`src/rtl/seg7_scan_ctrl.sv`:
```
// Time-multiplexed scan controller for a common-anode 7-segment display.
// It feeds one nibble at a time to a shared decoder, blanks between digits and swaps data only at frame edges.
module seg7_scan_ctrl #(
    parameter int NDIGITS  = 4,
    parameter int PRESCALE = 50000,
    parameter int BLANK    = 16
) (
    input  logic                   clk,
    input  logic                   rst,
    input  logic [4*NDIGITS-1:0]   Value,
    input  logic [NDIGITS-1:0]     DpIn,
    input  logic                   Load,
    input  logic                   Enable,
    input  logic                   LzSuppress,
    output logic [3:0]             BinOut,
    output logic [NDIGITS-1:0]     AnOut,
    output logic                   DpOut,
    output logic                   FrameDone,
    output logic                   Pending
);

    localparam int IW = (NDIGITS > 1) ? $clog2(NDIGITS) : 1;
    localparam int CW = (PRESCALE > 1) ? $clog2(PRESCALE) : 1;

    localparam logic [IW-1:0] IDX_LAST        = IW'(NDIGITS - 1);
    localparam logic [CW-1:0] CNT_LAST        = CW'(PRESCALE - 1);
    localparam logic [CW-1:0] CNT_BLANK_LAST  = CW'(BLANK - 1);
    localparam logic [CW-1:0] CNT_DRIVE_FIRST = CW'(BLANK);

    typedef enum logic [1:0] {
        S_OFF,
        S_BLANK,
        S_DRIVE
    } state_t;

    state_t                 r_state;
    logic [IW-1:0]          r_idx;
    logic [CW-1:0]          r_cnt;
    logic [4*NDIGITS-1:0]   r_shadow_val;
    logic [NDIGITS-1:0]     r_shadow_dp;
    logic [4*NDIGITS-1:0]   r_active_val;
    logic [NDIGITS-1:0]     r_active_dp;
    logic                   r_pending;
    logic [3:0]             r_bin;
    logic [NDIGITS-1:0]     r_an;
    logic                   r_dp;
    logic                   r_frame_done;

    state_t                 w_state;
    logic [IW-1:0]          w_idx;
    logic [CW-1:0]          w_cnt;
    logic                   w_apply;
    logic                   w_wrap;
    logic [4*NDIGITS-1:0]   w_active_val;
    logic [NDIGITS-1:0]     w_active_dp;
    logic [NDIGITS-1:0]     w_supp;
    logic                   w_run;
    logic [3:0]             w_nib;
    logic                   w_show;

    // NOTE: every signal gets a default at the top of the block so no path leaves it unassigned (no latch).
    always_comb begin
        w_state = r_state;
        w_idx   = r_idx;
        w_cnt   = r_cnt;
        w_apply = 1'b0;
        w_wrap  = 1'b0;
        case (r_state)
            S_OFF: begin
                w_idx = '0;
                w_cnt = '0;
                if (Enable) begin
                    w_state = S_BLANK;
                    w_apply = r_pending;
                end
            end
            S_BLANK: begin
                if (!Enable) begin
                    w_state = S_OFF;
                    w_idx   = '0;
                    w_cnt   = '0;
                end else if (r_cnt == CNT_BLANK_LAST) begin
                    w_state = S_DRIVE;
                    w_cnt   = CNT_DRIVE_FIRST;
                end else begin
                    w_cnt = r_cnt + CW'(1);
                end
            end
            S_DRIVE: begin
                if (!Enable) begin
                    w_state = S_OFF;
                    w_idx   = '0;
                    w_cnt   = '0;
                end else if (r_cnt == CNT_LAST) begin
                    w_state = S_BLANK;
                    w_cnt   = '0;
                    if (r_idx == IDX_LAST) begin
                        w_idx   = '0;
                        w_wrap  = 1'b1;
                        w_apply = r_pending;
                    end else begin
                        w_idx = r_idx + IW'(1);
                    end
                end else begin
                    w_cnt = r_cnt + CW'(1);
                end
            end
            default: begin
                w_state = S_OFF;
                w_idx   = '0;
                w_cnt   = '0;
            end
        endcase
    end

    assign w_active_val = w_apply ? r_shadow_val : r_active_val;
    assign w_active_dp  = w_apply ? r_shadow_dp  : r_active_dp;

    // A digit is dark while it and every higher digit carry a zero nibble and no decimal point.
    always_comb begin
        w_run  = 1'b1;
        w_supp = '0;
        for (int k = NDIGITS - 1; k >= 1; k--) begin
            w_run     = w_run & (w_active_val[4*k +: 4] == 4'h0) & ~w_active_dp[k];
            w_supp[k] = LzSuppress & w_run;
        end
    end

    assign w_nib  = w_active_val[{w_idx, 2'b00} +: 4];
    assign w_show = (w_state == S_DRIVE) && !w_supp[w_idx];

    // Outputs are computed from next-state values so they line up with the state they describe.
    // NOTE: sequential state uses non-blocking assignments only; blocking here would race other always_ff blocks.
    // NOTE: shadow/active data are plain registers, not a memory, and are reset so a stale value can never be applied.
    always_ff @(posedge clk) begin
        if (rst) begin
            r_state      <= S_OFF;
            r_idx        <= '0;
            r_cnt        <= '0;
            r_shadow_val <= '0;
            r_shadow_dp  <= '0;
            r_active_val <= '0;
            r_active_dp  <= '0;
            r_pending    <= 1'b0;
            r_bin        <= 4'h0;
            r_an         <= '1;
            r_dp         <= 1'b1;
            r_frame_done <= 1'b0;
        end else begin
            r_state      <= w_state;
            r_idx        <= w_idx;
            r_cnt        <= w_cnt;
            r_active_val <= w_active_val;
            r_active_dp  <= w_active_dp;
            if (Load) begin
                r_shadow_val <= Value;
                r_shadow_dp  <= DpIn;
            end
            r_pending    <= Load | (r_pending & ~w_apply);
            r_bin        <= (w_state == S_OFF) ? 4'h0 : w_nib;
            r_an         <= w_show ? ~(NDIGITS'(1) << w_idx) : '1;
            r_dp         <= w_show ? ~w_active_dp[w_idx] : 1'b1;
            r_frame_done <= w_wrap;
        end
    end

    assign BinOut    = r_bin;
    assign AnOut     = r_an;
    assign DpOut     = r_dp;
    assign FrameDone = r_frame_done;
    assign Pending   = r_pending;

endmodule

```
`config.mk`:
```
export PLATFORM = sky130hd
export DESIGN_NAME = seg7_scan_ctrl
export DESIGN_NICKNAME = d
export VERILOG_FILES = /design/src/rtl/seg7_scan_ctrl.sv
export SDC_FILE = /design/constraint.sdc
export NUM_CORES = 1
export LEC_CHECK = 0
export BUFFER_PORTS_ARGS = -buffer_cell sky130_fd_sc_hd__buf_2
export CORE_MARGIN = 4
export CORE_UTILIZATION = 40
export DETAILED_ROUTE_END_ITERATION = 10
export PLACE_DENSITY = 0.7
export SLEW_MARGIN = 5
export SYNTH_ARGS = -nofsm -noshare
export SYNTH_HDL_FRONTEND = slang
export SYNTH_SLANG_ARGS = --single-unit
```
`constraint.sdc`:
```
create_clock -name clk -period 3.45 [get_ports clk]
set_clock_uncertainty 0.1 [all_clocks]
set_input_delay 0.69 -clock clk [delete_from_list [all_inputs] [get_ports clk]]
set_output_delay 0.69 -clock clk [all_outputs]
set_load 0.1 [all_outputs]
```
== Yosys cells after proc, flatten, opt, wreduce, memory -nomap -nowiden ==
Index checks and enable logic that the tools add are counted.

* Bits of input ports: 25
* Logic and storage cells: 81
* Register bits after elaboration: 71
* Output and inout bits: 11

* Magnitude comparators: 1
* Shifts and indexed selects: 2
* Add/subtract/negate cells: 2
* Multiplexer cells: 28
* Reduce and logical (&&, ||, !) cells: 10
* Equal/unequal tests: 6
* Bitwise operators: 20

{| class="wikitable"
|+ Operator list
! cell !! number
|-
| $mux W16 || 5
|-
| $pmux W16 S2 || 1
|-
| $mux W2 || 9
|-
| $add A16 B1 Y16 const B || 1
|-
| $eq A16 B16 Y1 const B || 1
|-
| $eq A16 B4 Y1 const B || 1
|-
| $shiftx A16 B5 Y4 || 1
|-
| $logic_not A4 Y1 || 3
|-
| $and A1 B1 Y1 || 9
|-
| $not A1 Y1 || 9
|-
| $mux W1 || 7
|-
| $eq A2 B2 Y1 const B || 3
|-
| $pmux W2 S3 || 1
|-
| $bmux W1 S2 || 2
|-
| $logic_not A2 Y1 || 2
|-
| $mux W4 || 1
|-
| $not A4 Y4 || 1
|-
| $pmux W2 S2 || 1
|-
| $reduce_or A2 Y1 || 2
|-
| $reduce_or A4 Y1 || 1
|-
| $shl A1 B2 Y4 const A || 1
|-
| $lt A2 B3 Y1 const B || 1
|-
| $add A2 B1 Y2 const B || 1
|-
| $eq A2 B1 Y1 const B || 1
|-
| other kinds (4) || 4
|}

== Logic depth before layout (Yosys ltp) ==
* Depth after elaboration: 19
* Mapped depth: 11
* Mapped depth without buffers: 9

== Worst setup path before layout ==
Ideal clock, no wire load.

* Kind: reg-to-reg
* From: reg r_cnt[10]
* To: reg r_an[2] (netlist: AnOut[2])
* Arrival time: 2387 ps
* Setup slack: 828 ps
* Cell stages (with the launch flop): 8
* Data required time: 3215 ps
* Path through: dfxtp_1 or4_4 nor4_4 mux2_1 a31o_2 a21boi_1 o221ai_2 nand4_1

* Cells in the longest elaborated chain, start to end: 18
* Elaborated cells on any way between the ends: 38
* Those cells by class: 3 x eq/ne; 1 x shift; 15 x mux; 13 x bitwise; 6 x reduce/logical

{| class="wikitable"
|+ RTL lines
! item !! RTL line !! text
|-
| start, declared || 38 || <nowiki>logic [CW-1:0] r_cnt;</nowiki>
|-
| start signal, assigned || 152 || <nowiki>r_cnt <= w_cnt;</nowiki>
|-
| $eq A16 B16 Y1 || 94 || <nowiki>end else if (r_cnt == CNT_LAST) begin</nowiki>
|-
| $mux W1 || 94 ||
|-
| $mux W1 || 90 || <nowiki>if (!Enable) begin</nowiki>
|-
| $pmux W1 S2 || 68 || <nowiki>case (r_state)</nowiki>
|-
| $mux W16 or $mux W4 (tied branches) || 116, 117 ||
|-
| $logic_not A4 Y1 or $not A1 Y1 (tied branches) || 124 || <nowiki>w_run = w_run & (w_active_val[4*k +: 4] == 4'h0) & ~w_active_dp[k];</nowiki>
|-
| $and A1 B1 Y1 (5 in series) || 124 ||
|-
| $and A1 B1 Y1 || 125 || <nowiki>w_supp[k] = LzSuppress & w_run;</nowiki>
|-
| $bmux W1 S2 || 130 || <nowiki>assign w_show = (w_state == S_DRIVE) && !w_supp[w_idx];</nowiki>
|-
| $mux W1 (implied by the code) || 130 ||
|-
| $logic_not A1 Y1 || 130 ||
|-
| $logic_and A1 B1 Y1 || 130 ||
|-
| $not A1 Y1 (no line) || n/a ||
|-
| $reduce_or A2 Y1 (no line) || n/a ||
|-
| end signal, assigned || 161 || <nowiki>r_an <= w_show ? ~(NDIGITS'(1) << w_idx) : '1;</nowiki>
|-
| end, declared || 45 || <nowiki>logic [NDIGITS-1:0] r_an;</nowiki>
|}

Parallel ways exist; a longest one is shown, timed or not. The select of a mux whose other input is x is not followed.
A chain may end at the register's enable or synchronous reset.

== Worst setup path after layout ==
* From: reg r_cnt[10]
* To: reg r_an[3] (netlist: AnOut[3])

The elaborated chain is that of the path after synthesis.

==> reports/results.ini <==
[run_status]
outcome = complete, no violations

[routing]
via_per_inst = 5.26
drc_errors = 0
ant_nets = 0
dr.first_iter.drc_count = 130
via_count = 2620
wirelength_mm = 7.10
firstDrtPassIters = 4
wire_per_inst_um = 14.2

[logic_synthesis]
synth-xor-area-share = 0.0300
ys_warn_count = 0
yosys.area_share.simple = 0.244
synth_fp_nets = 392
synth_seq_cells = 71
syn_inst = 361
async_reset_ff_frac = 0
syn_avg_cell_area_um2 = 8.89
synth_compound_area_frac = 0.109
netlist_area_um2 = 3210
synth_edf_count = 0
synth_top_family_by_area = simple AND/OR/NAND/NOR gates
yosys_most_used_dff = dfxtp_1
synth_fa_ha_area_frac = 0.0234
ys_seq_area_frac = 0.443
yosys-mux-area-fraction = 0.116
ys_types = 51

[sta]
tightest_slew_ns = 0.848
finalHoldViolations = 0
setup_viol = 0
tns_ns = 0
min_period_over_period = 0.855
drv_slew = 0
rsz0062_at_grt = false
setup_ws_ns = 0.501
whs_ns = 0.347
post-route-min-period_ns = 2.95
slew_headroom = 0.435
fmax_mhz = 339

[setup_path]
worstSetupPathType = register to register
end_kind = register
worstReg2RegEnd = AnOut[3]$_SDFF_PP1_
rr_startpoint = r_cnt[10]$_SDFF_PP0_
path_max_fanout = 13
worstPathArrival_ns = 3.06
ff2ff_setup_slack_ns = 0.50
cp.required_ns = 3.56
critPathLaunchType = register
rr_worst_depth = 7

[clocking]
cts_buffer_depth = 2
cts_sinks = 71
ctsResizeCount = 0
numCtsBuffers = 9
post_cts_buffers = 0
postCtsHoldBufs = 0
path_clk_slew_ns = 0.08
tritoncts = yes
root_buffer = clkbuf_8
htree_levels = 3
clk_latency_ns = 0.35

[power_and_ir_drop]
power_mw = 1.71
irDropWorstVdd_v = 0.000303
power.density_nw_per_um2 = 468
leakagePower_nw = 1.45

[layout]
fin_cells = 498
n_fill_cell = 775
drive_above_1_share = 0.177
syn2layout_area_growth_pct = 13.9
antennaDiodeCount = 0
nNetsFinal = 423
multiInputGateArea_um2 = 1680
seq_area_um2 = 1420

[grt]
grt_pass1_wl_mm = 12.3
grt_overflow_total = 0
grtUsageTotal = 0.158
grt_pass1_vias = 2661
antenna_found_initial = 0
grt_max_degree = 49

[hold_path]
min-delay-start = r_cnt[0]$_SDFF_PP0_
min_to = r_cnt[0]$_SDFF_PP0_
whs_path_depth = 1
hold_class = register to register

[placed_design]
hpwl_mm = 5.18
dpl_worst_slack_ns = 0.517
port_buffers = 35
gp_congestion = 0.864
dp.cells = 483

[die]
core_um2 = 7770
dieArea_um2 = 9520
die_y_um = 97.6
dieWidth_um = 97.6
pin_count = 36
fp-row-count = 32
start_util = 0.413

[flow_run]
cap_violations = 0

how the worst max path moves through the flow:
stage	end	slack (ns)	start	depth (start not counted)
4_1_cts	AnOut[3]$_SDFF_PP1_	0.48	r_cnt[10]$_SDFF_PP0_	7
5_1_grt	AnOut[3]$_SDFF_PP1_	0.38	r_cnt[10]$_SDFF_PP0_	7
2_1_floorplan	AnOut[2]$_SDFF_PP1_	0.83	r_cnt[10]$_SDFF_PP0_	7
6_report	AnOut[3]$_SDFF_PP1_	0.50	r_cnt[10]$_SDFF_PP0_	7
3_5_place_dp	AnOut[3]$_SDFF_PP1_	0.52	r_cnt[10]$_SDFF_PP0_	7
3_3_place_gp	DpOut$_SDFF_PP1_	0.63	r_cnt[10]$_SDFF_PP0_	8
metrics by stage:
stage | cell area [um2] | util
2_1_floorplan | 3210 | -
3_3_place_gp | 3440 | 0.442
3_5_place_dp | 3440 | 0.442
4_1_cts | 3660 | 0.471
5_1_grt | 3660 | 0.471
6_report | 3660 | 0.471
registers in the layout, indices dropped and copies added, names as in the netlist, 4 cells and up:
register / cells
r_shadow_val: 16
r_active_dp: 4
r_shadow_dp: 4
BinOut: 4
r_cnt: 16
AnOut: 4
r_active_val: 16
report_power, final:
| part | total [mW] | internal, mW | leakage (nW) | switching, mW |
|---|---|---|---|---|
| clock | 0.734 | 0.424 | 0.109 | 0.310 |
| combinational | 0.121 | 0.0473 | 0.765 | 0.0740 |
| sequential | 0.858 | 0.840 | 0.577 | 0.0177 |
| total | 1.71 | 1.31 | 1.45 | 0.401 |
critical path, cell delays in order, from the launching register on:
cell and delay [ns]:
dfxtp_1 0.35, or4_4 0.58, nor4_4 0.44, mux2_1 0.39, a31o_2 0.35, a21boi_1 0.17
o221ai_2 0.28, nand4_1 0.14
cells by family (layout without fill, tap and decap cells):
kind of cell,Yosys count,after routing
AOI/OAI and AO/OA,55,55
DFF,71,71
buffers and inverters,23,58
xor gates and xnor gates,11,11
muxes,36,36
adders and majority gates,6,6
and+or+nand+nor,159,159
final cells by class:
cell class | instances | area share
clock buffers | 10 | 0.0376
clock inverters | 5 | 0.0222
inverters | 6 | 0.00616
multi-input cells | 267 | 0.458
flip-flops and latches | 71 | 0.389
well taps | 102 | 0.0349
repair buffers | 37 | 0.0520
routing by layer:
metal	GRT usage	up-vias	wire length, um
met1	0.186	1235	3120
li1	-	1331	-
met4	0.0405	0	93
met3	0.0567	9	365
met2	0.273	45	3520
met5	0	-	0
cell usage after synthesis (all sizes together) (4+ instances only):
master	n	area [um2]
clkbuf	7	26.3
dfxtp	71	1420
inv	6	22.5
nand3	13	65.1
or3	4	25.0
nand4	8	50.1
xor2	4	35.0
nand2	38	150
and3	6	37.5
mux2	6	71.3
buf	10	63.8
a21oi	28	144
nor2	56	213
mux2i	30	300
ha	6	75.1
xnor2	7	61.3
or4	9	75.1
nor3	15	80.1
o211ai	5	42.5
o21ai	11	62.6
cell usage in the layout, fill, tap and decap left out, types with 8 or more instances in the layout:
cell,count
a21oi_1,27
buf_2,35
clkbuf_8,10
dfxtp_1,71
mux2i_1,30
nand2_1,37
nand3_1,13
nand4_1,8
nor2_1,55
nor3_1,14
o21ai_0,9
Note: power is estimated with default switching activity, not from simulation.
